File: src/rtl/uart_tx_arbiter_if.sv
`default_nettype none
// ============================================================================
// Module  : uart_tx_arbiter_if
// Brief   : FIFO / transmitter / control bundle between arbiter and its peers.
// Revision: 1.0 - initial release
// ============================================================================
interface uart_tx_arbiter_if;
    logic        enable;
    logic        prio_mode;
    logic        f0_empty;
    logic        f1_empty;
    logic [7:0]  f0_data;
    logic [7:0]  f1_data;
    logic        f0_rd_en;
    logic        f1_rd_en;
    logic        tx_busy;
    logic        tx_start;
    logic [7:0]  tx_data;
    logic [1:0]  grant;
    logic [15:0] frames_sent;
    logic        clr_err;
    logic        err_timeout;

    modport master (
        input  enable, prio_mode, f0_empty, f1_empty, f0_data, f1_data,
               tx_busy, clr_err,
        output f0_rd_en, f1_rd_en, tx_start, tx_data, grant, frames_sent,
               err_timeout
    );

    modport slave (
        output enable, prio_mode, f0_empty, f1_empty, f0_data, f1_data,
               tx_busy, clr_err,
        input  f0_rd_en, f1_rd_en, tx_start, tx_data, grant, frames_sent,
               err_timeout
    );
endinterface
`default_nettype wire

File: src/rtl/uart_tx_arbiter.sv
`default_nettype none
// ============================================================================
// Module  : uart_tx_arbiter
// Brief   : Two-source FIFO-to-UART arbiter, round-robin or fixed priority.
// Revision: 1.0 - initial release
// ============================================================================
module uart_tx_arbiter #(
    parameter int ACK_TIMEOUT = 16
) (
    input  wire logic             clk,
    input  wire logic             rst,
    uart_tx_arbiter_if.master     bus
);

    localparam int c_CNT_W = $clog2(ACK_TIMEOUT + 1);
    localparam logic [c_CNT_W-1:0] c_CNT_LAST = c_CNT_W'(ACK_TIMEOUT - 1);

    typedef enum logic [2:0] {
        S_IDLE      = 3'd0,
        S_READ      = 3'd1,
        S_LATCH     = 3'd2,
        S_START     = 3'd3,
        S_WAIT_BUSY = 3'd4,
        S_WAIT_DONE = 3'd5
    } state_t;

    state_t             r_state;
    logic               r_f0_rd_en;
    logic               r_f1_rd_en;
    logic               r_tx_start;
    logic [7:0]         r_tx_data;
    logic [1:0]         r_grant;
    logic [15:0]        r_frames_sent;
    logic               r_err;
    logic               r_last_src;
    logic [c_CNT_W-1:0] r_cnt;

    logic w_f0_ready;
    logic w_f1_ready;
    logic w_any;
    logic w_pick1;

    assign w_f0_ready = !bus.f0_empty;
    assign w_f1_ready = !bus.f1_empty;
    assign w_any      = w_f0_ready || w_f1_ready;
    // Source 1 wins when alone, or in round-robin when source 0 went last.
    assign w_pick1    = w_f1_ready &&
                        (!w_f0_ready || (!bus.prio_mode && !r_last_src));

    always_ff @(posedge clk or negedge rst) begin
        if (!rst) begin
            r_state       <= S_IDLE;
            r_f0_rd_en    <= 1'b0;
            r_f1_rd_en    <= 1'b0;
            r_tx_start    <= 1'b0;
            r_tx_data     <= 8'h00;
            r_grant       <= 2'b00;
            r_frames_sent <= 16'h0000;
            r_err         <= 1'b0;
            r_last_src    <= 1'b1;
            r_cnt         <= '0;
        end else begin
            if (bus.clr_err) begin
                r_err <= 1'b0;
            end
            case (r_state)
                S_IDLE: begin
                    r_grant <= 2'b00;
                    if (bus.enable && w_any) begin
                        r_grant    <= w_pick1 ? 2'b10 : 2'b01;
                        r_f0_rd_en <= !w_pick1;
                        r_f1_rd_en <= w_pick1;
                        r_state    <= S_READ;
                    end
                end
                S_READ: begin
                    r_f0_rd_en <= 1'b0;
                    r_f1_rd_en <= 1'b0;
                    r_state    <= S_LATCH;
                end
                S_LATCH: begin
                    r_tx_data  <= r_grant[1] ? bus.f1_data : bus.f0_data;
                    r_tx_start <= 1'b1;
                    r_state    <= S_START;
                end
                S_START: begin
                    r_tx_start <= 1'b0;
                    r_cnt      <= '0;
                    r_state    <= S_WAIT_BUSY;
                end
                S_WAIT_BUSY: begin
                    if (bus.tx_busy) begin
                        r_state <= S_WAIT_DONE;
                    end else if (r_cnt == c_CNT_LAST) begin
                        // Placed after the clear so a coincident timeout wins.
                        r_err      <= 1'b1;
                        r_last_src <= r_grant[1];
                        r_grant    <= 2'b00;
                        r_state    <= S_IDLE;
                    end else begin
                        r_cnt <= r_cnt + 1'b1;
                    end
                end
                S_WAIT_DONE: begin
                    if (!bus.tx_busy) begin
                        r_frames_sent <= r_frames_sent + 16'd1;
                        r_last_src    <= r_grant[1];
                        r_grant       <= 2'b00;
                        r_state       <= S_IDLE;
                    end
                end
                default: begin
                    r_state <= S_IDLE;
                end
            endcase
        end
    end

    assign bus.f0_rd_en    = r_f0_rd_en;
    assign bus.f1_rd_en    = r_f1_rd_en;
    assign bus.tx_start    = r_tx_start;
    assign bus.tx_data     = r_tx_data;
    assign bus.grant       = r_grant;
    assign bus.frames_sent = r_frames_sent;
    assign bus.err_timeout = r_err;

endmodule
`default_nettype wire
File: src/flat_wrapper.sv
// flat-port wrapper written by rule: the top's interface ports become plain ports
module uart_tx_arbiter_flat 
#(
    parameter int ACK_TIMEOUT = 16
)
  (clk, rst, bus_enable, bus_prio_mode, bus_f0_empty, bus_f1_empty, bus_f0_data, bus_f1_data, bus_tx_busy, bus_clr_err, bus_f0_rd_en, bus_f1_rd_en, bus_tx_start, bus_tx_data, bus_grant, bus_frames_sent, bus_err_timeout);
  uart_tx_arbiter_if bus_i ();
  input  wire logic clk;
  input  wire logic rst;
  input wire logic [$bits(bus_i.enable)-1:0] bus_enable;
  input wire logic [$bits(bus_i.prio_mode)-1:0] bus_prio_mode;
  input wire logic [$bits(bus_i.f0_empty)-1:0] bus_f0_empty;
  input wire logic [$bits(bus_i.f1_empty)-1:0] bus_f1_empty;
  input wire logic [$bits(bus_i.f0_data)-1:0] bus_f0_data;
  input wire logic [$bits(bus_i.f1_data)-1:0] bus_f1_data;
  input wire logic [$bits(bus_i.tx_busy)-1:0] bus_tx_busy;
  input wire logic [$bits(bus_i.clr_err)-1:0] bus_clr_err;
  output wire logic [$bits(bus_i.f0_rd_en)-1:0] bus_f0_rd_en;
  output wire logic [$bits(bus_i.f1_rd_en)-1:0] bus_f1_rd_en;
  output wire logic [$bits(bus_i.tx_start)-1:0] bus_tx_start;
  output wire logic [$bits(bus_i.tx_data)-1:0] bus_tx_data;
  output wire logic [$bits(bus_i.grant)-1:0] bus_grant;
  output wire logic [$bits(bus_i.frames_sent)-1:0] bus_frames_sent;
  output wire logic [$bits(bus_i.err_timeout)-1:0] bus_err_timeout;
  assign bus_i.enable = bus_enable;
  assign bus_i.prio_mode = bus_prio_mode;
  assign bus_i.f0_empty = bus_f0_empty;
  assign bus_i.f1_empty = bus_f1_empty;
  assign bus_i.f0_data = bus_f0_data;
  assign bus_i.f1_data = bus_f1_data;
  assign bus_i.tx_busy = bus_tx_busy;
  assign bus_i.clr_err = bus_clr_err;
  assign bus_f0_rd_en = bus_i.f0_rd_en;
  assign bus_f1_rd_en = bus_i.f1_rd_en;
  assign bus_tx_start = bus_i.tx_start;
  assign bus_tx_data = bus_i.tx_data;
  assign bus_grant = bus_i.grant;
  assign bus_frames_sent = bus_i.frames_sent;
  assign bus_err_timeout = bus_i.err_timeout;
  uart_tx_arbiter #(.ACK_TIMEOUT(ACK_TIMEOUT)) u_core (.clk(clk), .rst(rst), .bus(bus_i));
endmodule
File: config.mk
export PLATFORM = sky130hd
export DESIGN_NAME = uart_tx_arbiter_flat
export DESIGN_NICKNAME = d
export VERILOG_FILES = /design/src/rtl/uart_tx_arbiter_if.sv /design/src/rtl/uart_tx_arbiter.sv /design/src/flat_wrapper.sv
export SDC_FILE = /design/constraint.sdc
export NUM_CORES = 1
export LEC_CHECK = 0
export BUFFER_PORTS_ARGS = -buffer_cell sky130_fd_sc_hd__buf_4
export CORE_ASPECT_RATIO = 0.7
export CORE_MARGIN = 2
export CORE_UTILIZATION = 35
export DETAILED_ROUTE_END_ITERATION = 8
export PLACE_DENSITY = 0.59
export SETUP_SLACK_MARGIN = 0.4
export SLEW_MARGIN = 0
export SYNTH_ARGS = -nofsm -noshare
export SYNTH_HDL_FRONTEND = slang
export SYNTH_SLANG_ARGS = --single-unit
File: constraint.sdc
create_clock -name clk -period 4.36 [get_ports clk]
set_input_delay 0.872 -clock clk [delete_from_list [all_inputs] [get_ports clk]]
set_output_delay 0.872 -clock clk [all_outputs]
set_load 0.05 [all_outputs]
; Yosys cells after proc, flatten, opt, wreduce, memory -nomap -nowiden
; Cells that the tools add are included.
[word_totals]
input_bits = 24
wordCells = 75
ff_bits = 39
mem_bits_rw = 0
latchBits = 0
memories = 0
romBits = 0
[op_classes]
n_reduce_logical = 22
n_addsub = 2
shift = 0
n_lt_le_gt_ge = 0
n_eq_ne = 12
mul = 0
muxes = 28
div = 0
n_bitwise = 1
[op_table]
columns = operator, n
row1 = one-hot mux 3 bit (6 select lines), 1
row2 = "adder 16 x 1 -> 16 bit, second input constant", 1
row3 = two-way mux 3 bit, 4
row4 = two-way mux 2 bit, 5
row5 = two-way mux 5 bit, 2
row6 = one-hot mux 5 bit (2 select lines), 1
row7 = two-way mux 1 bit, 9
row8 = two-way mux 8 bit, 1
row9 = one-hot mux 1 bit (2 select lines), 4
row10 = AND reduction 4 bit, 2
row11 = nonzero test 2 bit, 4
row12 = "== test 3 x 2 -> 1 bit, second input constant", 2
row13 = "== test 3 bit, second input constant", 2
row14 = "!= test 2 bit, second input constant", 3
row15 = one-hot mux 2 bit (3 select lines), 1
row16 = AND reduction 3 bit, 2
row17 = "adder 5 x 1 -> 5 bit, second input constant", 1
row18 = "== test 5 x 4 -> 1 bit, second input constant", 1
row19 = logical NOT 1 bit, 5
row20 = "!= test 2 x 1 -> 1 bit, second input constant", 2
row21 = AND reduction 2 bit, 2
row22 = "== test 3 x 1 -> 1 bit, second input constant", 1
row23 = logical AND 1 bit, 3
row24 = logical NOT 3 bit, 1
row25 = other kinds (4), 5

; Logic depth before layout (Yosys ltp)
[logic_depth]
ltp_word = 7
depth_mapped = 7

; Worst setup path after synthesis
; No wires, ideal clock.
[synth_path]
path_kind = flip-flop to flip-flop
from = register u_core.r_cnt[0]
to = register u_core.r_cnt[2]
period_less_slack_ps = 1860
setup_slack_ps = 2500
path_buffers = 0
arrival_time_ps = 1796
required_time_ps = 4296
stages_incl_launch_ff = 7
cell_sequence = dfrtp_1 ha_1 and3_1 ha_1 or4_1 nor3b_1 a21o_1
[synth_between]
elab_chain_cells = 4
[synth_rtl]
columns = element, line_no
row1 = "start, declared", uart_tx_arbiter.sv:36  ; logic [c_CNT_W-1:0] r_cnt;
row2 = "start signal, assigned", uart_tx_arbiter.sv:101  ; r_cnt <= r_cnt + 1'b1;
row3 = adder 5 x 1 -> 5 bit, uart_tx_arbiter.sv:101
row4 = two-way mux 5 bit, uart_tx_arbiter.sv:94  ; end else if (r_cnt == c_CNT_LAST) begin
row5 = two-way mux 5 bit, uart_tx_arbiter.sv:92  ; if (bus.tx_busy) begin
row6 = one-hot mux 5 bit (2 select lines), uart_tx_arbiter.sv:66  ; case (r_state)
; Several ways; a longest one is shown, not always the timed one. The select of a mux whose other input is x is not followed.
; A chain may end at the register's enable or synchronous reset.

; Final worst setup path
[layout_path]
from = register u_core.r_grant[1] (netlist: u_core.bus.grant[1])
to = output bus_grant[1]
[layout_rtl]
columns = element, line_no
row1 = "start, declared", uart_tx_arbiter.sv:32  ; logic [1:0] r_grant;
row2 = "start signal, assigned", uart_tx_arbiter.sv:70  ; r_grant <= w_pick1 ? 2'b10 : 2'b01;
row3 = "end, declared", flat_wrapper.sv:22  ; output wire logic [$bits(bus_i.grant)-1:0] bus_grant;
; No word-level cell between the ends.

==> metrics <==
leading cell type in the layout, fill and taps excluded buf_4; area leader, netlist dfrtp_1; flop and latch count out of synthesis 39; Fmax achieved 472.6 MHz; slowest stage delay, CP 650 ps; FP Rows 22; DR vias/cell 4.762; Crit path arrival time 1240 ps; maximum buffer depth of the clock tree 2; Reg clk slew, reported paths 80 ps; fin. max-slew vios 0; Synth top area share 0.4948; fillers 507; period utilization 0.4853; Lkg Pwr 1.137 nW; Fin. Hold Viols 0; Buf+Inv Stages, Crit Path 1; Slew @ Worst Pin 606.8 ps; Post-DP HPWL 2822 um; vias in the first global route 1299; TritonCTS clock tree done; CP Launch Type flip-flop; cts bufs inserted 5; first-pass GRT wire length 6458 um; setup bufs post-CTS 0; Die Y 66.00 um; fraction of layout instances using a drive strength above 1 0.3021; worst vdd ir 0.3330 mV; final hold slack 482.6 ps; cell family with most CP delay flip-flops; CP Max Fanout 10; Netlist cell types 40; critical-path cell list buf_4; later-pin clock latency in the skew report 300 ps; Mapped Cells 180; skew final 6.364 ps; largest net degree at the start of global routing 40; Worst Path Required 3490 ps; M1 WL 2058 um; Initial Util 0.3655; area grow syn2layout 28.39%; CTS Root Cell clkbuf_8; max_slew headroom 0.5950; total track usage 0.1378; Syn Nets 208; Wirelength per Cell 12.79 um; drt first pass iters 4; Top Layer Used met4; Die Wd 92.57 um; Synth area leaders dfrtp_1, xnor2_1, mux2i_1; sw power 0.6574 mW; cell-internal power 0.7936 mW; nets 262; initial DRC count 68; Die ar. 0.006109 sq mm; register share of total power 0.399; Detail Route Antenna Nets 0; post-cts sizing count 0; Hold Path Class flip-flop to flip-flop; most frequent cells in the layout buf_4, dfrtp_1, nor2_1; max_cap viols 0; hold-fix buffers at CTS 0; initial antenna violation count 0; Tmin final 2116 ps; core area 0.005258 sq mm; met3 routed WL 360 um; via count 1462; mapped cell area 0.001922 sq mm; register area share after synthesis 0.5085; DRC Markers 0; Clock power frac 0.171; CP max-delay cell dfrtp_1; sw frac 0.4531; port bufs 53; Setup TNS 0 ps; pwr/cell area 588.1 mW/mm^2; Post-Syn Area per Cell 10.68 sq um; GRT Residual Overflow 0; Syn. warnings 0; critical path class flip-flop to output pin; final wirelength 3928 um; RSZ-0062 raised after global routing no; Sink Count 39; final setup fails 0; IO Pins 54; proportion of power drawn by combinational gates 0.430; status finished, final reports clean; GP Congestion 0.7357; WL met2 1442 um; Inserted Diodes 0; Worst setup EP type output pin; H-tree depth 2
-- stage by stage --
step | power [mW] | utilization | setup slack (ps) | std cells | cell area, sq um
after global placement | 1.211 | 0.4524 | 2071 | 299 | 2379
after global routing | 1.547 | 0.4693 | 2187 | 307 | 2467
final | 1.451 | 0.4693 | 2244 | 307 | 2467
after detailed placement | 1.219 | 0.4524 | 2057 | 299 | 2379
after CTS | 1.465 | 0.4693 | 2221 | 307 | 2467
after floorplan | 1.031 | - | 2500 | 180 | 1922
-- power by group through the flow --
stage          logic [mW]  registers [mW]  clock network (mW)
2_1_floorplan       0.265           0.767                   0
3_3_place_gp        0.625           0.586                   0
3_5_place_dp        0.632           0.587                   0
4_1_cts             0.631           0.580               0.254
5_1_grt             0.673           0.598               0.276
6_report            0.623           0.580               0.248
-- path summary, 6_finish.rpt --
check,from,end,slack (ps),cells after the start
worst max-delay path,u_core.bus.grant[1]$_DFFE_PN0P_,bus_grant[1],2240,1
worst min-delay path,u_core.r_last_src$_DFFE_PN1P_,u_core.r_last_src$_DFFE_PN1P_,480,2
worst max register to register,u_core.r_cnt[0]$_DFFE_PN0P_,u_core.r_cnt[2]$_DFFE_PN0P_,2330,6
worst min register to register,u_core.r_last_src$_DFFE_PN1P_,u_core.r_last_src$_DFFE_PN1P_,480,2
max in group asynchronous,rst,u_core.r_last_src$_DFFE_PN1P_,3480,1
min in group asynchronous,rst,u_core.bus.grant[0]$_DFFE_PN0P_,530,1
-- registers in the layout, summed over array words and instances (netlist names) --
register	cells
u_core.bus.frames_sent	16
u_core.bus.f1_rd_en	1
u_core.bus.tx_data	8
u_core.bus.grant	2
u_core.r_last_src	1
u_core.bus.err_timeout	1
u_core.bus.tx_start	1
u_core.bus.f0_rd_en	1
u_core.r_state	3
u_core.r_cnt	5
-- tightest hold or removal path: cells and delay by family, from the launching register on --
kind	cells	cell delay (ps)
flip-flops	1	380
AO/OA/AOI/OAI	1	60
AND/OR/NAND/NOR	1	40
-- cell type report --
type / instances / area [sq um] / area share
clock inverters: 3 / 20.02 / 0.008114
clock buffers: 5 / 68.82 / 0.02789
flip-flops and latches: 39 / 977.2 / 0.3960
inverters: 9 / 33.78 / 0.01369
repair buffers: 53 / 397.9 / 0.1613
multi-input cells: 126 / 879.6 / 0.3565
well taps: 72 / 90.09 / 0.03651
-- synthesized netlist by cell type (all sizes together) --
master	n
ha	4
dfstp	1
o21bai	1
a22oi	2
a21o	3
nor3	6
nor4	1
xnor2	13
xor2	3
and4bb	1
nand2	12
o21ba	1
nand4	5
or4b	1
nand4bb	1
a211oi	1
o41ai	1
inv	9
o21ai	10
clkbuf	1
nand3	9
or3b	1
nand3b	1
buf	5
nor2b	1
nor2	18
or4	2
o22ai	2
a21oi	8
mux2i	10
nor3b	1
dfrtp	38
and3	2
nand2b	3
o32ai	1
a21bo	1
-- kinds of logic (layout without fill, tap and decap cells) --
family / count (synthesis) / count (layout) / synth area share
adder cells (fa/ha/maj): 4 / 4 / 0.02604
XOR/XNOR: 16 / 16 / 0.07292
AO/OA/AOI/OAI: 31 / 31 / 0.1100
AND/OR/NAND/NOR: 65 / 65 / 0.1966
buffers and inverters: 15 / 70 / 0.03385
flip-flops: 39 / 39 / 0.5085
multiplexers: 10 / 10 / 0.05209
-- layer usage --
metal  global-route usage  vias to the layer above
met5                    0                        -
met2               0.1797                       51
met1               0.2023                      666
li1                     -                      738
met4              0.05597                        0
met3              0.05017                        7
Power figures use the tool's default switching activity.
